File: config.mk
export PLATFORM = sky130hd
export DESIGN_NAME = array_nibble_loader
export DESIGN_NICKNAME = d
export VERILOG_FILES = /design/src/rtl/array_nibble_loader.sv
export SDC_FILE = /design/constraint.sdc
export NUM_CORES = 1
export LEC_CHECK = 0
export ABC_AREA = 0
export BUFFER_PORTS_ARGS = -buffer_cell sky130_fd_sc_hd__buf_2
export CORE_AREA = 3 3 86 72
export DETAILED_ROUTE_END_ITERATION = 8
export DIE_AREA = 0 0 89 75
export REMOVE_ABC_BUFFERS = 1
export SLEW_MARGIN = 20
export SYNTH_ARGS = -nofsm -noshare
export SYNTH_HDL_FRONTEND = slang
export SYNTH_SLANG_ARGS = --single-unit
export TNS_END_PERCENT = 1
File: constraint.sdc
create_clock -name clk -period 2.85 [get_ports clk]
set_input_delay 0.1425 -clock clk [delete_from_list [all_inputs] [get_ports clk]]
set_output_delay 0.1425 -clock clk [all_outputs]
set_load 0.01 [all_outputs]
File: src/rtl/array_nibble_loader.sv
// Collects a row-major stream of W-bit elements into a packed NI x NJ frame.
// A frame is held on B until downstream takes it. Broken frame-sync reports a one-cycle sync_err pulse.
module array_nibble_loader #(
    parameter int W  = 4,
    parameter int NI = 2,
    parameter int NJ = 3
) (
    input  logic                            clk,
    input  logic                            rst_n,
    input  logic                            in_valid,
    input  logic                            in_first,
    input  logic [W-1:0]                    in_data,
    output logic                            in_ready,
    output logic                            out_valid,
    input  logic                            out_ready,
    output logic [NI-1:0][NJ-1:0][W-1:0]    B,
    output logic                            sync_err
);

    localparam int N  = NI * NJ;
    localparam int EW = (N > 1) ? $clog2(N) : 1;
    localparam logic [EW-1:0] LAST_E      = EW'(N - 1);
    localparam logic [EW-1:0] E_AFTER_HDR = (N > 1) ? EW'(1) : '0;

    typedef enum logic [1:0] {EMPTY, FILL, FULL} state_t;

    state_t          state, state_next;
    logic [EW-1:0]   e, e_next;
    logic [EW-1:0]   wr_idx;
    logic            wr_en;
    logic            err_next;
    logic            xfer;
    logic [N*W-1:0]  frame;

    assign in_ready  = (state != FULL) || out_ready;
    assign out_valid = (state == FULL);
    assign xfer      = in_valid && in_ready;
    assign B         = frame;

    // Element [i][j] lives at flat slot i*NJ+j, so e addresses the frame directly.
    always_comb begin
        state_next = state;
        e_next     = e;
        wr_en      = 1'b0;
        wr_idx     = e;
        err_next   = 1'b0;
        case (state)
            EMPTY: begin
                if (xfer) begin
                    if (in_first) begin
                        wr_en      = 1'b1;
                        wr_idx     = '0;
                        e_next     = E_AFTER_HDR;
                        state_next = (N == 1) ? FULL : FILL;
                    end else begin
                        err_next = 1'b1;
                    end
                end
            end
            FILL: begin
                if (xfer) begin
                    wr_en = 1'b1;
                    if (in_first) begin
                        err_next   = 1'b1;
                        wr_idx     = '0;
                        e_next     = E_AFTER_HDR;
                        state_next = (N == 1) ? FULL : FILL;
                    end else if (e == LAST_E) begin
                        e_next     = '0;
                        state_next = FULL;
                    end else begin
                        e_next = e + EW'(1);
                    end
                end
            end
            FULL: begin
                // Handoff and the next frame's header may share one cycle.
                if (out_ready) begin
                    if (xfer && in_first) begin
                        wr_en      = 1'b1;
                        wr_idx     = '0;
                        e_next     = E_AFTER_HDR;
                        state_next = (N == 1) ? FULL : FILL;
                    end else begin
                        err_next   = xfer;
                        e_next     = '0;
                        state_next = EMPTY;
                    end
                end
            end
            default: begin
                e_next     = '0;
                state_next = EMPTY;
            end
        endcase
    end

    always_ff @(posedge clk) begin
        if (!rst_n) begin
            state    <= EMPTY;
            e        <= '0;
            sync_err <= 1'b0;
            frame    <= '0;
        end else begin
            state    <= state_next;
            e        <= e_next;
            sync_err <= err_next;
            for (int k = 0; k < N; k++) begin
                if (wr_en && (wr_idx == EW'(k)))
                    frame[k*W +: W] <= in_data;
            end
        end
    end

endmodule

# Word-level counts from Yosys, hierarchy flattened

Index checks and enable logic that the tools add are counted.

Word-level logic and storage cells: 70
Input bits: 9
Register bits: 30
Output and inout bits: 27

$add $sub $neg: 1
Reductions and logical operators: 14
Multiplexer cells: 32
Equal/unequal tests: 14

Operator list:

| cell                                                   | number |
|---|---|
| two-way mux 3 bit                                      | 10 |
| two-way mux 2 bit                                      | 6 |
| two-way mux 1 bit                                      | 11 |
| equality test 3 bit (second input constant)            | 3 |
| case mux 3 bit (3 select lines)                        | 1 |
| logical AND 1 bit                                      | 8 |
| inequality test 2 bit (second input constant)          | 4 |
| equality test 3 x 2 -> 1 bit (second input constant)   | 2 |
| case mux 1 bit (3 select lines)                        | 2 |
| case mux 2 bit (3 select lines)                        | 1 |
| case mux 3 bit (2 select lines)                        | 1 |
| AND reduction 5 bit                                    | 1 |
| AND reduction 4 bit                                    | 1 |
| adder 3 x 1 -> 3 bit (second input constant)           | 1 |
| equality test 3 x 1 -> 1 bit (second input constant)   | 1 |
| zero test 3 bit                                        | 1 |
| inequality test 3 bit (second input constant)          | 1 |
| equality test 2 x 1 -> 1 bit (second input constant)   | 1 |
| equality test 2 bit (second input constant)            | 1 |
| zero test 2 bit                                        | 1 |
| inequality test 2 x 1 -> 1 bit (second input constant) | 1 |
| OR reduction 2 bit                                     | 1 |
| logical OR 1 bit                                       | 1 |

# Longest topological paths before layout

Gate-level depths: netlist (run 1).

Depth after elaboration: 9
Depth in mapped cells: 5

# Least setup slack after synthesis (run 1)

Ideal clock, no wire load.

Path kind: register -> register
Start point: reg state[0]
End point: reg frame[4] (netlist: B[4])
Buffers on the path: 1
Setup time: 0.072 ns
Clock period less this slack: 1.412 ns
Slack: 1.438 ns
Stages on the path, launching flop included: 5
Arrival: 1.340 ns
Cell sequence: dfxtp_1 > buf_6 > nand4b_1 > a2111oi_4 > mux2i_1

Longest elaborated chain between the ends: 9
Elaborated cells between the ends (all ways): 19
Classes of those cells: eq/ne (4); mux (9); reduce/logical (6)

RTL lines:

| item                            | RTL line | source |
|---|---|---|
| start: declaration              | 27       | `state_t state, state_next;` |
| start signal: assignment        | 105      | `state <= state_next;` |
| inequality test 2 bit           | 35       | `assign in_ready = (state != FULL) \|\| out_ready;` |
| logical OR 1 bit                | 35       |  |
| logical AND 1 bit               | 37       | `assign xfer = in_valid && in_ready;` |
| logical AND 1 bit               | 79       | `if (xfer && in_first) begin` |
| two-way mux 3 bit               | 79       |  |
| two-way mux 3 bit               | 78       | `if (out_ready) begin` |
| case mux 3 bit (2 select lines) | 47       | `case (state)` |
| equality test 3 x 1 -> 1 bit    | 109      | `if (wr_en && (wr_idx == EW'(k)))` |
| logical AND 1 bit (*)           | 109      |  |
| end signal: indexed assignment  | 110      | `frame[k*W +: W] <= in_data;` |
| end: declaration                | 33       | `logic [N*W-1:0] frame;` |

Mark *: on every way between the ends. The rest lies on a longest branch, timed or not.
A chain may end at the register's enable or synchronous reset.

# Worst setup path after layout (run 1)

Start point: reg state[0]
End point: reg frame[5] (netlist: B[5])

The elaborated chain is that of the path after synthesis.

==> results of run 1 <==
-- critical path: cells and delay by family (launching register included) --
family           cells  cell delay [ns]
AO/OA/AOI/OAI        2             0.64
flip-flops           1             0.55
multiplexers         1             0.24
AND/OR/NAND/NOR      1             0.18
-- synthesized netlist by cell type, types with 2 or more instances --
| cell type | number | area [um2] |
|---|---|---|
| dfxtp_1 | 30 | 601 |
| mux2i_1 | 25 | 250 |
| nor2b_1 | 22 | 138 |
| nand2_1 | 15 | 56.3 |
| nor2_1 | 5 | 18.8 |
| clkbuf_1 | 4 | 15.0 |
| nand3_1 | 4 | 20.0 |
| a21oi_1 | 2 | 10.0 |
| a31oi_1 | 2 | 12.5 |
| and3_1 | 2 | 12.5 |
| buf_2 | 2 | 10.0 |
| nand2b_1 | 2 | 12.5 |
| o21ai_0 | 2 | 10.0 |
| o22a_1 | 2 | 17.5 |
-- worst min-delay path by stage --
stage | startpoint | endpoint | slack (ns)
final | in_data[0] | B[4]$_SDFFE_PN0P_ | 0.19
after global routing | in_data[0] | B[4]$_SDFFE_PN0P_ | 0.19
after CTS | in_data[0] | B[4]$_SDFFE_PN0P_ | 0.18
after detailed placement | B[3]$_SDFFE_PN0P_ | B[3]$_SDFFE_PN0P_ | 0.45
after global placement | B[2]$_SDFFE_PN0P_ | B[2]$_SDFFE_PN0P_ | 0.45
after floorplan | rst_n | B[12]$_SDFFE_PN0P_ | 0.27
-- sequential cells by signal, summed over array words and instances, names as in the netlist --
register / flops
e: 3
state: 2
sync_err: 1
B: 24
-- routing by layer --
| layer | vias up | GRT usage [%] | share of wire, % | wire length, um |
|---|---|---|---|---|
| met5 | - | 0 | 0 | 0 |
| li1 | 539 | - | - | - |
| met2 | 28 | 14.2 | 42 | 1280 |
| met1 | 487 | 13.4 | 50 | 1540 |
| met3 | 5 | 5.25 | 7.8 | 239 |
| met4 | 0 | 1.98 | 0.68 | 21 |
-- power breakdown --
part	switching [W]	internal (W)	leakage (nW)
registers	0.0000140	0.000432	0.243
logic	0.0000491	0.0000396	0.466
clock network	0.000152	0.000163	0.0438
-- per-stage QoR --
| stage | utilization, % | std cells | power [W] |
|---|---|---|---|
| 2_1_floorplan | - | 128 | 0.000506 |
| 3_3_place_gp | 29.0 | 228 | 0.000543 |
| 3_5_place_dp | 29.0 | 228 | 0.000544 |
| 4_1_cts | 30.4 | 235 | 0.000867 |
| 5_1_grt | 30.4 | 235 | 0.000896 |
| 6_report | 30.4 | 235 | 0.000850 |
-- cells by family (layout without fill, tap and decap cells) --
kind of cell,count (synthesis),in the layout,share of synthesized area (%)
and+or+nand+nor,55,55,22.5
buffers and inverters,8,43,2.99
muxes,26,26,19.6
DFF,30,30,44.9
AOI/OAI and AO/OA,16,16,10.1
-- cell type report --
type | instances | share of cell area, %
Multi-Input combinational cell | 97 | 42.6
Sequential cell | 30 | 36.7
Timing Repair Buffer | 35 | 10.7
Tap cell | 65 | 4.97
Clock buffer | 5 | 4.20
Clock inverter | 2 | 0.612
Inverter | 1 | 0.229
==> summary.txt, run 1 <==
Outcome - finished, final reports clean
Register area share after synthesis - 44.9%
Vias in the first global route - 974
Crit path to - B[5]$_SDFFE_PN0P_
Reg-to-Reg Start - state[0]$_SDFFE_PN0P_
Post-CTS Setup Bufs - 0
DIE WIDTH - 89 um
Via density - 4.51
Drc violations - 0
Clock sink count - 30
Share of layout cells above drive strength 1 - 26.5%
Drt first-iter violations - 57
Endpoint class of the critical path - register
Slew Viols, Final - 0
Setup TNS - 0 ns
Vert. Die Dim - 75 um
Register area - 601 um2
Crit path cell chain - nor2b_1 > o21ai_1 > a2111oi_4 > mux2i_1
Distinct cell type count after synthesis - 30
RSZ-0062 raised after global routing - no
WP data arrival - 1.89 ns
Worst R2R End - B[5]$_SDFFE_PN0P_
First-pass DRT Iterations - 2
Fin Hold WS - 0.193 ns
Worst r2r path cells - 4
CTS tree - yes
Grt ovf - 0
CTS Root Cell - clkbuf_8
Largest net degree at the start of global routing - 33
Fill cells - 585
CORE AREA - 5380 um2
Clock buffer depth - 2
Skew final - 0.00589 ns
CTS buffer count - 5
Setup violations, final - 0
Drt wl/cell - 13.1 um
Syn Inst Count - 135
H-tree Lvls - 2
Final non-filler cell area - 1640 um2
Ys Warns - 0
PwrDens - 519 nW/um2
Yosys reg bits - 30
R2r setup slk - 1.17 ns
Synth Cell Area - 1340 um2
Hold path depth - 3
Final worst path period share - 59.0%
Place WS - 1.17 ns
Max incr delay on CP - 0.55 ns
P&R area growth vs syn - 22.4%
Avg Synthesized Cell Area - 9.91 um2
Cts hold-fix bufs - 0
Final Hold Fails - 0
Setup crit start kind - register
Area of placed instances - 1560 um2
Gpl congestion - 0.809
Worst IR Drop VDD - 0.000279 V
Total Routing Usage GR - 9.93%
Most frequent cells in the layout - buf_2, dfxtp_1, mux2i_1
Worst slew pin tran - 0.498 ns
Fin worst setup slack - 1.17 ns
Max-Cap Viols - 0
EDFF count, synth - 0
DRT antenna net count - 0
Vias - 1059
Slowest cell on the critical path - dfxtp_1
Dpl hpwl - 2180 um
Row cnt - 24
# diodes - 0
Max_slew headroom - 66.8%
Clk Latency, worst-skew pair - 0.28 ns
CP Class - register to register
Fraction of registers with async set/reset - 0%
Initial antenna violation count - 0
Worst-path clk slew - 0.06 ns
Starting Density - 24.9%
First-pass GRT wire length - 5000 um
Resized cells post-CTS - 0
Dominant synthesized flop cell - dfxtp_1
Multi-input logic area - 697 um2
Hold Crit Class - primary input to register
Post-layout nets - 179
FMAX - 595 MHz
Leading cell type in the layout, fill and taps excluded - buf_2
Ports - 36
PortBufs - 35
Min Tclk post-route - 1.68 ns
Origin of the worst setup path - state[0]$_SDFFE_PN0P_
CP Data Required Time - 3.06 ns
Routed wire length - 3080 um
Die area - 6680 um2
Pleak - 0.753 nW
Crit-path max FO - 13
Power figures use the tool's default switching activity.
==> run 2, diff against run 1 <==
Clock period 2.85 ns to 1.6 ns, I/O delays scaled along.
==> run 2 against run 1 <==
  * Die area stayed put
  * Register-to-register slack got worse by 1.1 ns
  * Worst setup slack got worse by 1.1 ns
  * Hold slack worse by 0.079 ns
  * Clock-buffer cell count grew 1
  * Via count up 3.9%
  * Routed wire length rose by 4.0%
  * Total power grew 89%
  * Largest cell class unchanged
==> summary.txt, run 2 (synthesis results as in run 1) <==
FMAX - 663 MHz (+11%)
CP Data Required Time - 1.76 ns (-1.30 ns)
WP data arrival - 1.67 ns (-0.22 ns)
Vias in the first global route - 976 (+0.21%)
Ports - 36 (unchanged)
Switching power - 0.000410 W (+91%)
Vias - 1100 (+3.9%)
Setup violations, final - 0 (unchanged)
First-pass DRT Iterations - 4 (+2)
Starting Density - 24.9% (unchanged)
Leading cell type in the layout, fill and taps excluded - buf_2
CP top delay family - multiplexers
PwrDens - 948 nW/um2 (+83%)
Total power - 0.00161 W (+89%)
Grt ovf - 0 (unchanged)
Vert. Die Dim - 75 um (unchanged)
DRT antenna net count - 0 (unchanged)
Pleak - 0.783 nW (+4.0%)
Most frequent cells in the layout - buf_2, dfxtp_1, mux2i_1
Largest net degree at the start of global routing - 18 (-45%)
Min Tclk post-route - 1.51 ns (-0.172 ns)
Worst slew pin tran - 0.391 ns (-0.107 ns)
Pint - 0.00119 W (+88%)
Routed wire length - 3200 um (+4.0%)
CTS Root Cell - clkbuf_8
CORE AREA - 5380 um2 (unchanged)
Drc violations - 0 (unchanged)
Dpl hpwl - 2290 um (+5.1%)
Gpl congestion - 0.846 (+4.5%)
Fill cells - 553 (-5.5%)
Endpoint class of the critical path - register
Max reg flops - 24 (unchanged)
H-tree Lvls - 2 (unchanged)
Max-Cap Viols - 0 (unchanged)
Worst IR Drop VDD - 0.000604 V (+120%)
Gate power share - 10.9% (+0.5 points)
Row cnt - 24 (unchanged)
Clock buffer depth - 2 (unchanged)
Initial antenna violation count - 0 (unchanged)
Hold Crit Class - primary input to register
Slowest cell on the critical path - dfxtp_2
Worst-path clk slew - 0.07 ns (about the same)
CTS tree - yes
Drt first-iter violations - 96 (+68%)
Drt wl/cell - 13.3 um (+1.4%)
Via density - 4.56 (+1.3%)
Setup crit start kind - register
RSZ-0062 raised after global routing - no
Register area - 603 um2 (+0.42%)
First-pass GRT wire length - 4950 um (-1.1%)
Die area - 6680 um2 (unchanged)
# diodes - 0 (unchanged)
Outcome - finished, final reports clean
Total Routing Usage GR - 10.1% (+0.12 points)
Bufs and invs on worst path - 0 (unchanged)
Post-layout nets - 184 (+2.8%)
Clock Power Share - 39.9% (+2.8 points)
Part of the power in registers - 49.2% (-3.3 points)
Skew final - 0.00412 ns (-0.00177 ns)
Max incr delay on CP - 0.41 ns (-0.14 ns)
Crit path cell chain - mux2_2 > o221ai_1 > mux2i_1 > nor2_1
Clock sink count - 30 (unchanged)
Switching Fraction - 25.6% (+0.29 points)
Fin worst setup slack - 0.0908 ns (-1.08 ns)
DIE WIDTH - 89 um (unchanged)
Slew Viols, Final - 0 (unchanged)
CP Class - register to register
Clk Latency, worst-skew pair - 0.28 ns (about the same)
Place WS - -0.0181 ns (-1.19 ns)
Share of layout cells above drive strength 1 - 30.1% (+3.6 points)
Crit-path max FO - 11 (-2)
Max_slew headroom - 73.8% (+7.0 points)
CTS buffer count - 5 (unchanged)
Multi-input logic area - 697 um2 (unchanged)
Final worst path period share - 94.3% (+35 points)
PortBufs - 35 (unchanged)
Final Hold Fails - 0 (unchanged)
Cts hold-fix bufs - 0 (unchanged)
P&R area growth vs syn - 26.6%
==> run 2: changes by cell type in the layout (fill, tap and decap cells not counted) <==
cell        delta
clkinvlp_4     +1
clkinv_2       -1
dfxtp_1        -2
dfxtp_2        +2
buf_4          +5
clkbuf_8       +1
==> run 2: layer usage <==
layer	track usage (%)	share of wire, %	vias to the layer above
li1	-	-	551
met1	13.9	51	492
met2	13.4	39	48
met3	4.38	7.8	9
met4	4.46	2.0	0
met5	0	0	-
==> run 2: worst reg2reg max path: stages, from the launching register on <==
cell and delay, ns:
dfxtp_2 0.41, mux2_2 0.37, o221ai_1 0.32, mux2i_1 0.24, nor2_1 0.06
==> run 2: metrics by stage <==
stage	cell area (um2)	instances	hold WS [ns]	setup TNS (ns)	util, %
2_1_floorplan	1300	128	0.208	0	-
3_3_place_gp	1590	232	0.419	0	29.5
3_5_place_dp	1590	232	0.420	-0.0246	29.5
4_1_cts	1680	240	0.108	0	31.3
5_1_grt	1690	241	0.125	0	31.5
6_report	1690	241	0.113	0	31.5
==> run 2: area by class of cell <==
class                      instances  share of cell area [%]
timing repair buffer              40                    12.6
inverter                           1                   0.222
tap                               65                    4.80
multi-input combinational         97                    41.2
clock buffer                       6                    4.88
clock inverter                     2                   0.739
sequential                        30                    35.6
==> run 2: what timing repair did <==
action	CTS	global route
buffers inserted	0	1
hold endpoints to repair	0	0
pin swaps	1	1
resized for setup	0	2
endpoints found under the setup margin	4	11
==> run 2: worst paths after layout <==
path / endpoint / depth (start not counted) / slack [ns] / from
max: e[2]$_SDFFE_PN0P_ / 4 / 0.09 / state[1]$_SDFFE_PN0P_
min reg2reg: B[2]$_SDFFE_PN0P_ / 2 / 0.45 / B[2]$_SDFFE_PN0P_
max reg2reg: e[2]$_SDFFE_PN0P_ / 4 / 0.09 / state[1]$_SDFFE_PN0P_
min: B[4]$_SDFFE_PN0P_ / 3 / 0.11 / in_data[0]
==> run 2: power by group through the flow <==
stage	clock network [W]	registers [W]	logic (W)
6_report	0.000640	0.000790	0.000175
2_1_floorplan	0	0.000812	0.0000891
3_5_place_dp	0	0.000805	0.000173
5_1_grt	0.000699	0.000793	0.000191
3_3_place_gp	0	0.000805	0.000171
4_1_cts	0.000667	0.000788	0.000174
==> run 3, diff against run 2 <==
Settings changed: ABC_CLOCK_PERIOD_IN_PS set to 1600, MAX_ROUTING_LAYER set to met4, SLEW_MARGIN 20 to 30.
==> run 3 against run 2 <==
  * Non-clock buffer count stayed put
  * Via count is essentially flat
  * Cell count unchanged
  * Register-to-register slack is essentially flat
  * Critical path type unchanged
  * Total power hardly changed
  * Clock power hardly changed
  * Clock skew about the same
  * Critical endpoint unchanged
==> summary.txt, run 3 (synthesis results as in run 1) <==
H-tree Lvls - 2 (unchanged)
Drt wl/cell - 13.3 um (+0.38%)
Endpoint class of the critical path - register
Gpl congestion - 0.859 (+1.6%)
Slew Viols, Final - 0 (unchanged)
Setup TNS - 0 ns (unchanged)
Drc violations - 0 (unchanged)
Hold Crit Class - primary input to register
Vert. Die Dim - 75 um (unchanged)
Vias in the first global route - 978 (+0.20%)
CTS Root Cell - clkbuf_8
Total power - 0.00160 W (about the same)
Largest net degree at the start of global routing - 18 (unchanged)
Max-Cap Viols - 0 (unchanged)
Setup crit start kind - register
Grt ovf - 0 (unchanged)
Die area - 6680 um2 (unchanged)
Setup violations, final - 0 (unchanged)
CTS buffer count - 5 (unchanged)
Max incr delay on CP - 0.41 ns (about the same)
Reg-to-Reg Start - state[1]$_SDFFE_PN0P_
Starting Density - 24.9% (unchanged)
Worst IR Drop VDD - 0.000604 V (about the same)
Most frequent cells in the layout - buf_2, dfxtp_1, mux2i_1
Final worst path period share - 94.3% (about the same)
PwrDens - 947 nW/um2 (about the same)
Share of layout cells above drive strength 1 - 30.1% (unchanged)
Routed wire length - 3210 um (+0.38%)
Drt first-iter violations - 82 (-15%)
Initial antenna violation count - 0 (unchanged)
First-pass DRT Iterations - 4 (unchanged)
Clock buffer depth - 2 (unchanged)
Clock sink count - 30 (unchanged)
CP top delay family - multiplexers
Pleak - 0.783 nW (unchanged)
Worst-path clk slew - 0.07 ns (about the same)
Skew final - 0.00413 ns (+0.0000170 ns)
RSZ-0062 raised after global routing - no
Post-layout nets - 184 (unchanged)
Worst R2R End - e[2]$_SDFFE_PN0P_
Clk Latency, worst-skew pair - 0.28 ns (about the same)
DIE WIDTH - 89 um (unchanged)
PortBufs - 35 (unchanged)
Max reg flops - 24 (unchanged)
Hold path depth - 3 (unchanged)
Vias - 1101 (+0.091%)
Placed Cells - 232 (unchanged)
Max_slew headroom - 73.8% (about the same)
Row cnt - 24 (unchanged)
CP Data Required Time - 1.76 ns (about the same)
Final cell count without fillers - 241 (unchanged)
P&R area growth vs syn - 26.6% (unchanged)
CP Class - register to register
CORE AREA - 5380 um2 (unchanged)
Bufs and invs on worst path - 0 (unchanged)
Slowest cell on the critical path - dfxtp_2
Ports - 36 (unchanged)
Worst r2r path cells - 4 (unchanged)
First-pass GRT wire length - 4950 um (+0.14%)
Worst path depth - 4 (unchanged)
Total Routing Usage GR - 10.4% (+0.31 points)
WP data arrival - 1.67 ns (about the same)
Hold_sp - in_data[0]
Fill cells - 553 (unchanged)
Final non-filler cell area - 1690 um2 (unchanged)
Leading cell type in the layout, fill and taps excluded - buf_2
Area of placed instances - 1590 um2 (unchanged)
Finished Core Util - 31.5% (unchanged)
Outcome - finished, final reports clean
WHS Endpoint - B[4]$_SDFFE_PN0P_
Via density - 4.57 (about the same)
CTS tree - yes
Crit path cell chain - mux2_2 > o221ai_1 > mux2i_1 > nor2_1
FMAX - 663 MHz (about the same)
Final Hold Fails - 0 (unchanged)
Min Tclk post-route - 1.51 ns (-0.000136 ns)
Crit-path max FO - 11 (unchanged)
DRT antenna net count - 0 (unchanged)
# diodes - 0 (unchanged)
R2r setup slk - 0.09 ns (about the same)
Dpl hpwl - 2290 um (unchanged)
Worst slew pin tran - 0.391 ns (-0.0000483 ns)
run 3: cell counts in the layout (fill, tap and decap cells not counted):
Identical to the previous run, type by type.
run 3: layer usage:
metal  part of all wire (%)  track usage, %  vias up
li1                       -               -      551
met1                     52            14.4      491
met2                     40            13.4       51
met3                    6.6            3.61        8
met4                    1.5            4.46        0
met5                      0               -        -
run 3: report_power, final:
| group | switching (W) | total (W) | internal, W |
|---|---|---|---|
| logic | 0.0000950 | 0.000175 | 0.0000797 |
| registers | 0.0000198 | 0.000790 | 0.000770 |
| clock network | 0.000294 | 0.000639 | 0.000345 |
run 3: repair_timing:
| item | 4_1_cts | 5_1_grt |
|---|---|---|
| hold buffers | 0 | 0 |
| resized for setup | 0 | 2 |
| endpoints found under the setup margin | 4 | 11 |
| pin swaps | 1 | 1 |
| setup buffers | 0 | 1 |
run 3: tightest hold or removal path, cell delays in order:
cell and delay, ns:
buf_2 0.13, nand2_1 0.08, mux2i_1 0.06
run 3: per-stage QoR:
stage / worst slack, ns / hold WS [ns]
global placement: 0.0612 / 0.419
finish: 0.0909 / 0.115
CTS: 0.0192 / 0.108
floorplan: 0.108 / 0.208
global route: 0.0103 / 0.125
detailed placement: -0.0181 / 0.420
run 3: how the worst max path moves through the flow:
| stage | start | to | slack [ns] |
|---|---|---|---|
| after global placement | state[0]$_SDFFE_PN0P_ | B[7]$_SDFFE_PN0P_ | 0.06 |
| after CTS | state[1]$_SDFFE_PN0P_ | e[2]$_SDFFE_PN0P_ | 0.02 |
| after detailed placement | state[0]$_SDFFE_PN0P_ | B[4]$_SDFFE_PN0P_ | -0.02 |
| after global routing | state[0]$_SDFFE_PN0P_ | B[4]$_SDFFE_PN0P_ | 0.01 |
| final | state[1]$_SDFFE_PN0P_ | e[2]$_SDFFE_PN0P_ | 0.09 |
| after floorplan | state[1]$_SDFFE_PN0P_ | e[2]$_SDFFE_PN0P_ | 0.11 |
run 3: area by class of cell:
class	count	area [um2]	area share [%]
multi-input combinational	97	697	41.2
timing repair buffer	40	213	12.6
clock buffer	6	82.6	4.88
tap	65	81.3	4.80
clock inverter	2	12.5	0.739
sequential	30	603	35.6
inverter	1	3.75	0.222
